$ cat src/rtl/fib_pkg.sv
// ---------------------------------------------------------------------------
// fib_pkg
// Shared definitions for the Fibonacci controller and its datapath.
//
// Contents:
//   FIB_BUS_WIDTH  default width of the index n and of the result
//   FIB_CONST0     value the datapath loads into its fib/reg2 registers
//   FIB_CONST1     value the datapath loads into its count/reg1 registers
//   fib_state_e    controller states IDLE, CLEAR, RUN, DONE
// ---------------------------------------------------------------------------
package fib_pkg;

  localparam int FIB_BUS_WIDTH = 8;

  localparam int FIB_CONST0 = 0;
  localparam int FIB_CONST1 = 1;

  typedef enum logic [1:0] {
    IDLE  = 2'd0,
    CLEAR = 2'd1,
    RUN   = 2'd2,
    DONE  = 2'd3
  } fib_state_e;

endpackage : fib_pkg

$ cat src/rtl/fibonacci_ctrl.sv
// ---------------------------------------------------------------------------
// fibonacci_ctrl
// Sequencing FSM for the Fibonacci datapath. Accepts a start request with an
// index n, clears the datapath, lets it iterate until it raises Stop, then
// captures the datapath fib register and returns it with a one-cycle done.
//
// Configuration macro:
//   FIB_CTRL_TIMEOUT_EN  when defined, RUN is bounded to TIMEOUT_CYCLES cycles
//                        and an expired bound ends the operation with err=1.
//
// Parameters:
//   BUS_WIDTH       width of n and result (must match the datapath)
//   TIMEOUT_CYCLES  RUN cycle limit (present only with FIB_CTRL_TIMEOUT_EN)
//
// Ports:
//   clock, reset    clock and synchronous active-high reset
//   start, n_in     request and Fibonacci index (sampled only in IDLE)
//   busy            high from the accepted start through the DONE cycle
//   done            one-cycle pulse, result/err valid
//   result, err     captured datapath fib; err flags n==0 or timeout
//   dp_reset        datapath reset strobe (CLEAR)
//   dp_n            latched n driven to the datapath
//   dp_select       datapath mux select, 1 = constants, 0 = iterate
//   dp_en_reg1/2, dp_en_count, dp_en_n  datapath register enables
//   dp_stop         datapath Stop (count == regn)
//   dp_fib          datapath fibonacci register
// ---------------------------------------------------------------------------
module fibonacci_ctrl
  import fib_pkg::*;
#(
  parameter int BUS_WIDTH = FIB_BUS_WIDTH
`ifdef FIB_CTRL_TIMEOUT_EN
  ,
  parameter int TIMEOUT_CYCLES = 512
`endif
) (
  input  logic                 clock,
  input  logic                 reset,
  input  logic                 start,
  input  logic [BUS_WIDTH-1:0] n_in,
  output logic                 busy,
  output logic                 done,
  output logic [BUS_WIDTH-1:0] result,
  output logic                 err,
  output logic                 dp_reset,
  output logic [BUS_WIDTH-1:0] dp_n,
  output logic                 dp_select,
  output logic                 dp_en_reg1,
  output logic                 dp_en_reg2,
  output logic                 dp_en_count,
  output logic                 dp_en_n,
  input  logic                 dp_stop,
  input  logic [BUS_WIDTH-1:0] dp_fib
);

  fib_state_e state_q, state_d;
  logic [BUS_WIDTH-1:0] dpN_q, dpN_d;
  logic [BUS_WIDTH-1:0] result_q, result_d;
  logic err_q, err_d;
  logic timeout;

`ifdef FIB_CTRL_TIMEOUT_EN
  localparam int RunCntW = $clog2(TIMEOUT_CYCLES) + 1;

  logic [RunCntW-1:0] runCnt_q, runCnt_d;

  // RUN-cycle watchdog. It is cleared while in CLEAR so it starts from zero
  // on the first RUN cycle; timeout fires on the RUN cycle that completes the
  // TIMEOUT_CYCLES-th cycle spent waiting for Stop.
  always_comb begin
    runCnt_d = runCnt_q;
    timeout  = 1'b0;
    if (state_q == CLEAR) begin
      runCnt_d = '0;
    end else if (state_q == RUN) begin
      runCnt_d = runCnt_q + 1'b1;
      timeout  = (runCnt_q == RunCntW'(TIMEOUT_CYCLES - 1));
    end
  end

  // Watchdog counter register.
  always_ff @(posedge clock) begin
    if (reset) begin
      runCnt_q <= '0;
    end else begin
      runCnt_q <= runCnt_d;
    end
  end
`else
  // Without the watchdog, RUN waits for Stop indefinitely.
  assign timeout = 1'b0;
`endif

  // Next-state logic and the datapath-facing registers (latched n, captured
  // result, error flag). An n of zero is answered directly from IDLE without
  // touching the datapath, since the datapath cannot stop on count==0.
  always_comb begin
    state_d  = state_q;
    dpN_d    = dpN_q;
    result_d = result_q;
    err_d    = err_q;

    unique case (state_q)
      IDLE: begin
        if (start) begin
          if (n_in != '0) begin
            dpN_d   = n_in;
            state_d = CLEAR;
          end else begin
            result_d = BUS_WIDTH'(FIB_CONST0);
            err_d    = 1'b1;
            state_d  = DONE;
          end
        end
      end

      CLEAR: begin
        state_d = RUN;
      end

      RUN: begin
        if (dp_stop) begin
          result_d = dp_fib;
          err_d    = 1'b0;
          state_d  = DONE;
        end else if (timeout) begin
          result_d = dp_fib;
          err_d    = 1'b1;
          state_d  = DONE;
        end
      end

      DONE: begin
        state_d = IDLE;
      end

      default: begin
        state_d = IDLE;
      end
    endcase
  end

  // State and data registers. Reset abandons any operation in flight, so no
  // done pulse follows and the previously returned result is cleared.
  always_ff @(posedge clock) begin
    if (reset) begin
      state_q  <= IDLE;
      dpN_q    <= '0;
      result_q <= BUS_WIDTH'(FIB_CONST0);
      err_q    <= 1'b0;
    end else begin
      state_q  <= state_d;
      dpN_q    <= dpN_d;
      result_q <= result_d;
      err_q    <= err_d;
    end
  end

  // Moore strobes decoded from state only. CLEAR holds the datapath in reset
  // with the constant-select mux; RUN enables the iterating registers and the
  // datapath itself freezes once Stop is true. En_N is never needed because
  // the datapath loads regn from dp_n during its reset cycle.
  always_comb begin
    busy        = 1'b0;
    done        = 1'b0;
    dp_reset    = 1'b0;
    dp_select   = 1'b0;
    dp_en_reg1  = 1'b0;
    dp_en_reg2  = 1'b0;
    dp_en_count = 1'b0;
    dp_en_n     = 1'b0;

    unique case (state_q)
      IDLE: begin
      end
      CLEAR: begin
        busy      = 1'b1;
        dp_reset  = 1'b1;
        dp_select = 1'b1;
      end
      RUN: begin
        busy        = 1'b1;
        dp_en_reg1  = 1'b1;
        dp_en_reg2  = 1'b1;
        dp_en_count = 1'b1;
      end
      DONE: begin
        busy = 1'b1;
        done = 1'b1;
      end
      default: begin
      end
    endcase
  end

  assign result = result_q;
  assign err    = err_q;
  assign dp_n   = dpN_q;

endmodule : fibonacci_ctrl

$ cat config.mk
export PLATFORM = sky130hd
export DESIGN_NAME = fibonacci_ctrl
export DESIGN_NICKNAME = d
export VERILOG_FILES = /design/src/rtl/fib_pkg.sv /design/src/rtl/fibonacci_ctrl.sv
export SDC_FILE = /design/constraint.sdc
export NUM_CORES = 1
export LEC_CHECK = 0
export CAP_MARGIN = 20
export CORE_MARGIN = 3
export CORE_UTILIZATION = 43
export CTS_BUF_LIST = sky130_fd_sc_hd__clkbuf_4 sky130_fd_sc_hd__clkbuf_8
export DETAILED_ROUTE_END_ITERATION = 8
export PLACE_DENSITY = 0.8
export SYNTH_ARGS = -nofsm -noshare
export SYNTH_HDL_FRONTEND = slang
export SYNTH_SLANG_ARGS = --single-unit
$ cat constraint.sdc
create_clock -name clock -period 2.7 [get_ports clock]
set_clock_uncertainty 0.15 [all_clocks]
set_input_delay 0.54 -clock clock [delete_from_list [all_inputs] [get_ports clock]]
set_output_delay 0.54 -clock clock [all_outputs]
set_load 0.01 [all_outputs]
Word-level counts from Yosys, hierarchy flattened

Index checks and enable logic that the tools add are counted.
W data, S select, Z words.

Register bits after elaboration: 19
Input bits: 20
Output and inout port bits: 25
Word-level logic and storage cells: 33

Eq/ne operators: 6
Muxes and demuxes: 16
Reduce and logical (&&, ||, !) cells: 7

Operators with widths:

| operator             | number |
|---|---|
| $mux W8              | 3 |
| $pmux W8 S2          | 1 |
| $pmux W2 S4          | 1 |
| $reduce_bool A8 Y1   | 1 |
| $mux W1              | 7 |
| $mux W2              | 3 |
| $ne A2 B2 Y1 const B | 3 |
| $eq A2 B2 Y1 const B | 2 |
| $reduce_and A4 Y1    | 1 |
| $reduce_and A3 Y1    | 1 |
| $reduce_or A3 Y1     | 1 |
| $eq A2 B1 Y1 const B | 1 |
| $logic_not A2 Y1     | 1 |
| $pmux W1 S2          | 1 |
| $reduce_and A2 Y1    | 1 |
| $reduce_bool A2 Y1   | 1 |

Logic depth before layout (Yosys ltp)

Gate-level depths: netlist (run 1).

Depth after elaboration: 4
Gate-level depth with buffers: 7
Depth with buffers taken out: 6

Worst setup path after synthesis (run 1)

OpenSTA, ideal clock, no wires.

Kind: input to register
Start: input port n_in[4]
End: register err_q, in the netlist err
Library setup time: 0.130 ns
Data arrival time: 1.713 ns
Required time: 2.420 ns
Path slack: 0.707 ns
Stages on the path: 5
Path through: or4_4 -> o21a_1 -> buf_6 -> o311ai_2 -> o31ai_1

Longest elaborated chain between the ends: 3

RTL lines:

| item                               | RTL line              | source |
|---|---|---|
| from (decl)                        | fibonacci_ctrl.sv:40  | `input logic [BUS_WIDTH-1:0] n_in,` |
| $reduce_bool A8 Y1                 | fibonacci_ctrl.sv:106 | `if (n_in != '0) begin` |
| $ne A2 B2 Y1 (no source line)      | --                    |  |
| $reduce_and A4 Y1 (no source line) | --                    |  |
| to (signal assigned)               | fibonacci_ctrl.sv:155 | `err_q <= err_d;` |
| to (decl)                          | fibonacci_ctrl.sv:59  | `logic err_q, err_d;` |

No other way between the ends.
A chain may end at the register's enable or synchronous reset.

Worst setup path in the final report (run 1)

Start: register state_q[0]
End: output port dp_en_count

Longest elaborated chain between the ends: 2

RTL lines:

| item                   | RTL line              | source |
|---|---|---|
| from (decl)            | fibonacci_ctrl.sv:56  | `fib_state_e state_q, state_d;` |
| from (signal assigned) | fibonacci_ctrl.sv:152 | `state_q <= state_d;` |
| $eq A2 B2 Y1           | fibonacci_ctrl.sv:173 | `unique case (state_q)` |
| $mux W1                | fibonacci_ctrl.sv:173 |  |
| to (decl)              | fibonacci_ctrl.sv:50  | `output logic dp_en_count,` |

No other way between the ends.

==> key figures, run 1 <==
Critical path
  – Crit path capture type: output pin
  – Crit Path Class: flip-flop to output pin
  – WP data arrival: roughly 1.7 ns
  – Worst Setup Start Kind: flip-flop
  – Required time of the critical path: roughly 2.0 ns
  – Crit Path Max Fanout: 15

Final layout
  – Core Util, Final: 0.7000
  – Post-Layout Cell Count: 185
  – Antenna cells: 0
  – Share of post-route cells with drive strength above 1: 0.09494
  – Post-route cell area: approximately 1500 µm²
  – P&R area growth vs syn: 45.36%
  – Nets: 184

Logic synthesis
  – Seq cells post-synth: 19
  – Synthesized instance count: around 120
  – Top_reg_cell synth: dfxtp_1
  – Register area share after synthesis: 0.3758
  – Number of enable flip-flop cells after synthesis: 0
  – Distinct cells, synth: 26
  – Syn Nets: ~140
  – Synth area leaders: dfxtp_1, a32o_1, nand2_1
  – Syn. warnings: 0
  – Async SR Flop Fraction: 0
  – Synth area leader: dfxtp_1
  – Top-area cell type share of the netlist area: 0.3758
  – Syn avg cell area: about 8.5 µm²
  – Synthesized cell area: between 1000 and 1500 µm²
  – Most frequent cells after synthesis: dfxtp_1, nand2_1, nor2_1, a31oi_1
  – Most numerous cell in the Yosys netlist: dfxtp_1

Route
  – Drt first-iter violations: 33
  – DR pass1 iterations: 4
  – DRC Markers: 0
  – Vias: 1031
  – Vias per cell: ~5.6
  – Detailed-route wire length: about 2.7 mm
  – Post-route ant nets: 0
  – Routed len/inst: about 15 µm

Flow run
  – Max Cap Violations: 0

Global route
  – Total Routing Usage GR: 0.1990
  – First-pass GRT wire length: roughly 4.2 mm
  – Grt ovf: 0
  – Vias in the first global route: between 900 and 1000
  – Largest net degree at the start of global routing: 16
  – Initial antenna violation count: 0

Floorplan
  – Die X: 54.52 µm
  – Num ports: 45
  – Row count: 16
  – Core area: approximately 2100 µm²
  – Die ar.: 2972 µm²
  – Chip height: ~55 µm
  – Initial Util: 0.4815

CTS
  – CTS tree: done
  – H-Tree Depth: 1
  – Clock Sinks: 19
  – Clk buf depth: 2
  – Root Driver: clkbuf_4
  – Clk pin slew, worst setup/hold paths: approximately 0.11 ns
  – Total CTS buffers: 3
  – Clk_lat worst skew: 0.30 ns
  – Post-CTS Hold Buffers: 0

Status
  – Status: finished, final reports clean

Worst hold path
  – Hold Crit Class: flip-flop to flip-flop

STA
  – Relative slew slack: 0.5740
  – Worst slew pin tran: 0.6377 ns
  – Final hold viol count: 0
  – Final Max Slew Viols: 0
  – Final worst path period need: approximately 2.4 ns
  – Period utilization: 0.8995
  – Final setup viols: 0
  – Peak Freq: 411.7 MHz
  – RSZ-0062 raised after global routing: false
  – Total Neg Setup Slack: 0 ns

Power and ir drop
  – Static Leakage: between 0.5 and 0.6 nW
  – Peak supply drop: roughly 700 µV
  – PwrDens: between 800 and 900 nW/µm²

Placement
  – Dpl hpwl: 1.972 mm
  – Placed Cells: around 180
  – Area after DPL: 1439 µm²
  – Number of I/O port buffers: 43
  – Final Wtd Congestion: between 0.8 and 0.9
## layout by cell type (no fill, tap or decap), drive strengths merged, types with 2 or more instances in the layout
cell	count
dfxtp	19
a32o	8
nand2	17
ha	5
nor2	13
o21ai	2
or4	2
a22oi	8
clkdlybuf4s50	43
clkbuf	4
a31oi	9
buf	4
nor2b	2
a21oi	8
inv	4
## final timing paths
check	from	endpoint	slack [ns]	cells after the start
setup reg to reg	state_q[0]	result[3]	0.64	6
setup / recovery	state_q[0]	dp_en_count	0.27	3
hold / removal	dp_n[3]	dp_n[3]	0.36	2
hold reg to reg	dp_n[3]	dp_n[3]	0.36	2
## sequential cells by signal (all words and copies together) (netlist names)
signal and count:
err 1, dp_n 8, state_q 2, result 8
## through the flow
| stage | hold WS (ns) | total power [mW] | worst slack (ns) |
|---|---|---|---|
| after floorplan | 0.3509 | 0.8186 | 0.7068 |
| after global placement | 0.3316 | 1.047 | 0.1939 |
| after detailed placement | 0.3377 | 1.057 | 0.1396 |
| after CTS | 0.3704 | 1.216 | 0.09563 |
| after global routing | 0.4027 | 1.308 | 0.1606 |
| final | 0.3620 | 1.217 | 0.2713 |
## worst max-delay path: stages, from the launching register on
cell and delay, ns:
dfxtp_1 0.36, inv_1 0.11, ha_2 0.37, clkdlybuf4s50_1 0.60
## kinds of logic after synthesis
family,count (synthesis),synth area share
AO/OA/AOI/OAI,39,0.2843
AND/OR/NAND/NOR,39,0.1928
flip-flops,19,0.3758
other,1,0.003705
buffers and inverters,16,0.08157
adder cells (fa/ha/maj),5,0.06180
## routing by layer
layer	up-vias	GRT usage	part of all wire
li1	504	-	-
met1	479	0.2442	0.44
met2	46	0.3347	0.46
met3	2	0.06267	0.086
met4	0	0.04979	0.0074
met5	-	0	0
## layout make-up
cell class / count / area (µm²)
flip-flops and latches: 19 / 380.4
fillers: 173 / 630.6
inverters: 4 / 15.01
repair buffers: 47 / 460.4
well taps: 27 / 33.78
multi-input cells: 84 / 551.8
clock buffers: 4 / 30.03
## power breakdown
part	total (mW)	switching, mW	internal, mW
Clock	0.156	0.0879	0.0677
Combinational	0.684	0.366	0.318
Sequential	0.377	0.0438	0.334
Total	1.22	0.497	0.720
## timing repair
item                                    in CTS  in global routing
endpoints found under the setup margin       0                  3
buffers inserted                             0                  0
resized for setup                            0                  1
Note: power is estimated with default switching activity, not from simulation.
==> inputs of run 2 (changes only) <==
--- a/config.mk
+++ b/config.mk
@@ -6,6 +6,7 @@
 export NUM_CORES = 1
 export LEC_CHECK = 0
 export CAP_MARGIN = 20
+export CORE_ASPECT_RATIO = 1.2
 export CORE_MARGIN = 3
 export CORE_UTILIZATION = 43
 export CTS_BUF_LIST = sky130_fd_sc_hd__clkbuf_4 sky130_fd_sc_hd__clkbuf_8
==> run 2 against run 1 <==
Effect of this change: final area down 0.94%; first-iteration DRC count down 9.1%; clock power down 5%; non-clock buffer count down 2; final cell count up 0.54%; largest cell class unchanged; flip-flop and latch count unchanged; wire length down 3.9%.
==> key figures, run 2 (synthesized netlist as in run 1, its figures left out) <==
STA
  – Relative slew slack: 0.4864 (was 0.5740)
  – PnR worst setup slack: 0.1493 ns (was 0.2713 ns)
  – Final Max Slew Viols: 0 (unchanged)
  – Final hold viol count: 0 (unchanged)
  – Period utilization: 0.9447 (was 0.8995)
  – Total Neg Setup Slack: 0 ns (unchanged)
  – Peak Freq: 392.1 MHz (was 411.7 MHz)
  – Final worst path period need: 2.551 ns (was 2.429 ns)
  – Worst slew pin tran: 0.7689 ns (was 0.6377 ns)
  – Final setup viols: 0 (unchanged)
  – RSZ-0062 raised after global routing: false (unchanged)

Route
  – Detailed-route wire length: 2.580 mm (was 2.686 mm)
  – Vias: 1008 (was 1031)
  – Post-route ant nets: 0 (unchanged)
  – Routed len/inst: 13.87 µm (was 14.52 µm)
  – Vias per cell: 5.419 (was 5.573)
  – DRC Markers: 0 (unchanged)
  – Drt first-iter violations: 30 (was 33)
  – DR pass1 iterations: 5 (was 4)

Final layout
  – Nets: 182 (was 184)
  – P&R area growth vs syn: 44.01% (was 45.36%)
  – Share of post-route cells with drive strength above 1: 0.07692 (was 0.09494)
  – Antenna cells: 0 (unchanged)
  – Most common cell after layout, fill and taps aside: clkdlybuf4s50_1 (unchanged)
  – Post-route cell area: 1458 µm² (was 1471 µm²)
  – Most frequent cells in the layout: clkdlybuf4s50_1, dfxtp_1, nand2_1 (unchanged)

Placement
  – Place WS: 0.1770 ns (was 0.1396 ns)
  – Number of I/O port buffers: 43 (unchanged)
  – Area after DPL: 1428 µm² (was 1439 µm²)
  – Dpl hpwl: 1.899 mm (was 1.972 mm)
  – Final Wtd Congestion: 0.7981 (was 0.8253)

Power and ir drop
  – Peak supply drop: 534.3 µV (was 695.2 µV)
  – PwrDens: 816.7 nW/µm² (was 827.1 nW/µm²)
  – Tot Pwr: 1.190 mW (was 1.217 mW)
  – Static Leakage: 0.5151 nW (was 0.5235 nW)

Global route
  – First-pass GRT wire length: 4.153 mm (was 4.243 mm)
  – Initial antenna violation count: 0 (unchanged)
  – Grt ovf: 0 (unchanged)
  – Vias in the first global route: 925 (was 958)
  – Largest net degree at the start of global routing: 16 (unchanged)
  – Total Routing Usage GR: 0.1784 (was 0.1990)

CTS
  – Post-CTS Setup Inserts: 0 (unchanged)
  – Post-CTS sizing: 0 (unchanged)
  – Total CTS buffers: 3 (unchanged)
  – Post-CTS Hold Buffers: 0 (unchanged)
  – Clk buf depth: 2 (unchanged)
  – H-Tree Depth: 1 (unchanged)
  – Clk pin slew, worst setup/hold paths: 0.10 ns (was 0.11 ns)
  – Root Driver: clkbuf_4 (unchanged)
  – Clk_lat worst skew: 0.28 ns (was 0.30 ns)
  – CTS tree: done (unchanged)
  – Clock Sinks: 19 (unchanged)

Critical path
  – Worst Setup Start Kind: flip-flop (unchanged)
  – WP data arrival: 1.86 ns (was 1.74 ns)
  – Crit Path Max Fanout: 15 (unchanged)
  – Crit Path Class: flip-flop to output pin (unchanged)
  – Required time of the critical path: 2.01 ns (about the same)
  – Crit path capture type: output pin (unchanged)
  – Reg2reg setup slack: 0.29 ns (was 0.64 ns)

Status
  – Status: finished, final reports clean (unchanged)

Floorplan
  – Initial Util: 0.4731 (was 0.4815)
  – Die ar.: 2975 µm² (was 2972 µm²)
  – Core area: 2140 µm² (was 2102 µm²)
  – Chip height: 59.15 µm (was 54.52 µm)
  – Row count: 18 (was 16)
  – Num ports: 45 (unchanged)
  – Die X: 50.29 µm (was 54.52 µm)

Flow run
  – Max Cap Violations: 0 (unchanged)

Worst hold path
  – Hold Crit Class: flip-flop to flip-flop (unchanged)
## run 2: worst max-delay path, stage by stage (launching register included)
cell             delay [ns]
dfxtp_1                0.35
inv_1                  0.11
ha_1                   0.48
clkdlybuf4s50_1        0.64
## run 2: area by class of cell
type	count	area (µm²)
Clock buffer	4	30.03
Timing Repair Buffer	45	445.4
Tap cell	30	37.54
Fill cell	179	681.9
Multi-Input combinational cell	84	549.3
Sequential cell	19	380.4
Inverter	4	15.01
## run 2: through the flow
| stage | cells | util | hold WS, ns |
|---|---|---|---|
| after floorplan | 119 | - | 0.3509 |
| after global placement | 182 | 0.6673 | 0.3316 |
| after detailed placement | 182 | 0.6673 | 0.3362 |
| after CTS | 186 | 0.6813 | 0.3637 |
| after global routing | 186 | 0.6813 | 0.3931 |
| final | 186 | 0.6813 | 0.3552 |
## run 2: worst paths after layout
kind / from / endpoint / depth (start not counted)
worst max-delay path: state_q[0] / dp_en_reg2 / 3
worst min-delay path: dp_n[5] / dp_n[5] / 2
worst max register to register: state_q[0] / err / 6
worst min register to register: dp_n[5] / dp_n[5] / 2
## run 2: routing by layer
metal  part of all wire  track usage  up-vias
met1               0.42       0.2305      464
met4             0.0093      0.05769        0
met3              0.070      0.03023        2
met5                  0            0        -
met2               0.50       0.3022       41
li1                   -            -      501
## run 2: power by group
part	leakage (nW)	internal, mW	total (mW)	switching, mW
sequential	0.155	0.334	0.375	0.0415
clock	0.0184	0.0674	0.148	0.0808
combinational	0.342	0.305	0.667	0.362
